$ cat src/rtl/lcd_cmd_sequencer.sv
// Opcode FIFO and issue sequencer in front of the LCD image-display controller.
// Optional issued-opcode statistics counter: define LCD_SEQ_STATS_EN.
module lcd_cmd_sequencer #(
  parameter int DEPTH = 8,
  parameter int AW    = 3
) (
  input  logic          clk,
  input  logic          reset,
  input  logic [2:0]    host_cmd,
  input  logic          host_valid,
  output logic          host_ready,
  output logic [2:0]    cmd,
  output logic          cmd_valid,
  input  logic          busy,
  input  logic          done,
  output logic [AW:0]   fifo_count,
  output logic          seq_done,
  output logic [7:0]    cmd_count
);

  typedef enum logic [1:0] {IDLE, ISSUE, WAIT_DONE, FINISHED} state_t;

  localparam logic [2:0]  OP_WRITE   = 3'd0;
  localparam logic [AW:0] FULL_COUNT = (AW+1)'(DEPTH);

  state_t        state;
  logic [2:0]    mem [DEPTH];
  logic [AW-1:0] rd_ptr;
  logic [AW-1:0] wr_ptr;
  logic          push;
  logic          pop;
  logic          fifo_empty;

  assign fifo_empty = (fifo_count == '0);
  assign host_ready = (fifo_count != FULL_COUNT) && (state != FINISHED);
  assign push       = host_valid && host_ready;

  // The pop decision looks only at registered count/state, so a push never falls through.
  always_comb begin
    // NOTE: default first so every path assigns pop and no latch is inferred.
    pop = 1'b0;
    unique case (state)
      IDLE:    pop = !fifo_empty && !busy;
      ISSUE:   pop = (cmd != OP_WRITE) && !fifo_empty && !busy;
      default: pop = 1'b0;
    endcase
  end

  // NOTE: the storage array is not reset; pointers and count alone define which entries are valid.
  always_ff @(posedge clk) begin
    if (push) mem[wr_ptr] <= host_cmd;
  end

  always_ff @(posedge clk) begin
    if (reset) begin
      state      <= IDLE;
      cmd        <= '0;
      cmd_valid  <= 1'b0;
      seq_done   <= 1'b0;
      rd_ptr     <= '0;
      wr_ptr     <= '0;
      fifo_count <= '0;
    end else begin
      if (push) wr_ptr <= wr_ptr + 1'b1;
      if (pop)  rd_ptr <= rd_ptr + 1'b1;
      fifo_count <= fifo_count + (AW+1)'(push) - (AW+1)'(pop);
      cmd_valid  <= pop;
      if (pop) cmd <= mem[rd_ptr];

      unique case (state)
        IDLE: begin
          if (pop) state <= ISSUE;
        end
        ISSUE: begin
          if (cmd == OP_WRITE) state <= WAIT_DONE;
          else if (!pop)       state <= IDLE;
        end
        WAIT_DONE: begin
          if (done) begin
            seq_done <= 1'b1;
            state    <= FINISHED;
          end
        end
        FINISHED: begin
          state <= FINISHED;
        end
        default: state <= IDLE;
      endcase
    end
  end

`ifdef LCD_SEQ_STATS_EN
  always_ff @(posedge clk) begin
    if (reset)          cmd_count <= '0;
    else if (cmd_valid) cmd_count <= cmd_count + 8'd1;
  end
`else
  assign cmd_count = '0;
`endif

endmodule

$ cat config.mk
export PLATFORM = sky130hd
export DESIGN_NAME = lcd_cmd_sequencer
export DESIGN_NICKNAME = d
export VERILOG_FILES = /design/src/rtl/lcd_cmd_sequencer.sv
export SDC_FILE = /design/constraint.sdc
export NUM_CORES = 1
export LEC_CHECK = 0
export CAP_MARGIN = 10
export CORE_MARGIN = 4
export CORE_UTILIZATION = 45
export DETAILED_ROUTE_END_ITERATION = 8
export GPL_ROUTABILITY_DRIVEN = 1
export PLACE_DENSITY = 0.78
export SYNTH_ARGS = -nofsm -noshare
export SYNTH_HDL_FRONTEND = slang
export SYNTH_SLANG_ARGS = --single-unit
export TNS_END_PERCENT = 20
$ cat constraint.sdc
create_clock -name clk -period 2.5 [get_ports clk]
set_input_delay 0.5 -clock clk [delete_from_list [all_inputs] [get_ports clk]]
set_output_delay 0.5 -clock clk [all_outputs]
set_load 0.01 [all_outputs]
==> summary.md <==
| Metric | Value |
|---|---|
| Status | `complete, no violations` |
| Inserted Clock Buffers | `5` |
| Die width | `71.9 um` |
| Fmax | `0.411 GHz` |
| Mapped Cells | `138` |
| Critical Path Start | `fifo_count[2]$_SDFF_PP0_` |
| Area after DPL | `~2100 um2` |
| Largest net degree at the start of global routing | `13` |
| Crit-path leading delay family | `simple AND/OR/NAND/NOR gates` |
| Core ar. | `3800 um2` |
| RR Startpoint | `fifo_count[2]$_SDFF_PP0_` |
| Slew margin rel. | `0.656` |
| Fill count | `292` |
| Vias | `between 1k and 1.5k` |
| Critical-path maximum fanout | `3` |
| Share of flip-flops with an asynchronous set or reset | `0` |
| CP max stage delay | `roughly 0.48 ns` |
| RR Endpoint | `fifo_count[2]$_SDFF_PP0_` |
| WP depth | `5` |
| Cells along the critical path | `inv_1 -> ha_1 -> or3b_1 -> and2_1 -> clkdlybuf4s50_1` |
| Initial antenna violation count | `0` |
| Top Metal Used | `met4` |
| Postcts setup bufs | `0` |
| Setup-failing EPs final | `0` |
| Worst Path Arrival | `1.93 ns` |
| Main flop type after synthesis | `edfxtp_1` |
| Register area share after synthesis | `0.577` |
| Deepest clock path buffer count | `2` |
| DRT Pass-1 Iters | `4` |
| Worst setup EP type | `output port` |
| Area grow syn2layout | `16.4%` |
| DR DRC count | `0` |
| Global-route wire length before repair | `5200 um` |
| Number of I/O pins | `26` |
| Final Hold Viols | `0` |
| Port bufs | `17` |
| GRT overflow | `0` |
| Clk root buf | `clkbuf_8` |
| Design Area, Final | `between 2000 and 2500 um2` |
| Worst setup SP type | `flip-flop` |
| GRT Overall Usage | `0.134` |
| Final slew viol count | `0` |
| Synth Warn # | `0` |
| Leakage power | `0.762 nW` |
| Row cnt | `22` |
| Max-cap violations | `0` |
| Post-Route M1 WL | `1330 um` |
| Clock insertion delay at the later pin of the skew report | `0.29 ns` |
| WP buf/inv | `2` |
| Most frequent cells in the layout | `edfxtp_1 (24), nor2_1 (20), dfxtp_1 (17), clkdlybuf4s50_1 (17)` |
| DRT Wirelength | `3260 um` |
| Pwr per Cell Area | `989 nW/um2` |
| Post-DP HPWL | `2560 um` |
| Final Cycle Share | `0.974` |
| Post-DRT Antenna Nets | `0` |
| Layout cell share with drive strength beyond 1 | `0.152` |
| Final Util | `0.564` |
| Metal2 WL | `1740 um` |
| Cell Area, Synth | `1840 um2` |
| Worst hold start | `seq_done$_SDFFE_PP0P_` |
| CTS Hold Buffers Added | `0` |
| Met3 wire length | `120 um` |
| Fin nets | `180` |
| Initial core utilization | `0.484` |
| Critical Path RT | `about 2 ns` |
| CTS tree | `built` |
| Worst setup endpoint | `host_ready` |
| R2r setup slk | `0.20 ns` |
| Sink Count | `a little over 40` |
| Syn_area_per_cell | `roughly 13 um2` |
| Max VDD drop | `0.000619 V` |
| Hold crit path type | `reg -> reg` |
| Synthesized flop and latch total | `between 40 and 50` |
| Post-synth cell types | `38` |
| Clk_skew | `0.00527 ns` |
| Antenna diodes | `0` |
| Worst Tran Pin Value | `0.513 ns` |
| RSZ-0062 raised after global routing | `no` |
| CP max-delay cell | `clkdlybuf4s50_1` |
| Worst-case reg-to-reg path depth | `12` |
| WS Path Type | `reg -> out` |
| Post_cts resized | `0` |
| Gp weighted congestion | `between 0.7 and 0.8` |
| Wirelength per Cell | `~15 um` |
| Number of H-tree levels | `2` |
| Number of DRC markers in iteration 0 | `82` |
| Tmin final | `2.43 ns` |
| Via density | `5.19` |
| Die area | `5170 um2` |
| Die Y | `between 70 and 80 um` |
| Clk slew on worst S/H paths | `0.07 ns` |
| Vias in the first global route | `1,112` |
| Commonest non-fill, non-tap cell in the layout | `edfxtp_1` |
| Post-synth EDFFs | `24` |
kinds of logic after synthesis:
group	count (synthesis)	share of synthesized area
XOR/XNOR	4	0.0191
AND/OR/NAND/NOR	38	0.109
adder cells (fa/ha/maj)	9	0.0653
buffers and inverters	21	0.0633
flip-flops	41	0.577
multiplexers	11	0.101
AO/OA/AOI/OAI	13	0.0639
other	1	0.00204
layout make-up:
| class | count | area (um2) | share of cell area |
|---|---|---|---|
| Inverter | 9 | 36.3 | 0.0169 |
| Multi-Input combinational cell | 83 | 688 | 0.321 |
| Clock buffer | 8 | 80.1 | 0.0374 |
| Timing Repair Buffer | 23 | 215 | 0.101 |
| Sequential cell | 41 | 1060 | 0.496 |
| Tap cell | 48 | 60.1 | 0.0281 |
routing by layer:
| layer | global-route usage | vias up |
|---|---|---|
| met3 | 0.0374 | 7 |
| met5 | 0 | - |
| li1 | - | 522 |
| met2 | 0.239 | 21 |
| met4 | 0.0564 | 0 |
| met1 | 0.151 | 551 |
registers in the layout, indices dropped and copies added (netlist names):
name,count
mem,24
fifo_count,4
cmd,3
rd_ptr,3
wr_ptr,3
state,2
cmd_valid,1
seq_done,1
report_power, final:
part | switching (mW) | internal, mW
clock | 0.204 | 0.198
sequential | 0.122 | 0.818
combinational | 0.354 | 0.423
worst min path at each step:
stage / end / slack [ns] / cells past startpoint
2_1_floorplan: wr_ptr[0]$_SDFFE_PP0P_ / 0.46 / 2
3_3_place_gp: seq_done$_SDFFE_PP0P_ / 0.45 / 2
3_5_place_dp: seq_done$_SDFFE_PP0P_ / 0.49 / 2
4_1_cts: seq_done$_SDFFE_PP0P_ / 0.50 / 2
5_1_grt: wr_ptr[0]$_SDFFE_PP0P_ / 0.53 / 2
6_report: seq_done$_SDFFE_PP0P_ / 0.50 / 2
stage by stage:
stage          std cells  total power, mW  TNS (ns)  hold slack (ns)  worst slack [ns]
6_report             212             2.12         0            0.501            0.0659
5_1_grt              212             2.25         0            0.532           0.00517
4_1_cts              212             2.15         0            0.503            0.0435
3_5_place_dp         204             1.74   -0.0563            0.485           -0.0563
3_3_place_gp         204             1.69         0            0.450            0.0515
2_1_floorplan        145             1.45         0            0.462             0.221
worst reg2reg max path, stage by stage (launching register included):
cell and delay, ns:
dfxtp_1 0.35, inv_1 0.08, ha_1 0.24, a211oi_4 0.29
o21ai_4 0.11, inv_4 0.06, ha_1 0.22, inv_1 0.05
ha_1 0.15, inv_1 0.06, fa_1 0.38, xor2_1 0.15
nor2_1 0.10
synth_stat cells (2+ instances only):
master | number | share of area
nor3_1 | 2 | 0.0054
mux4_2 | 6 | 0.073
nand2b_1 | 5 | 0.017
a21oi_1 | 3 | 0.0082
dfxtp_1 | 17 | 0.19
nand2_1 | 3 | 0.0061
nor2_1 | 20 | 0.041
mux2i_1 | 5 | 0.027
xor2_1 | 2 | 0.0095
xnor2_1 | 2 | 0.0095
edfxtp_1 | 24 | 0.39
buf_4 | 9 | 0.037
ha_1 | 8 | 0.054
inv_1 | 7 | 0.014
o32ai_1 | 2 | 0.0095
No activity file was read; power rests on OpenSTA's default activity.
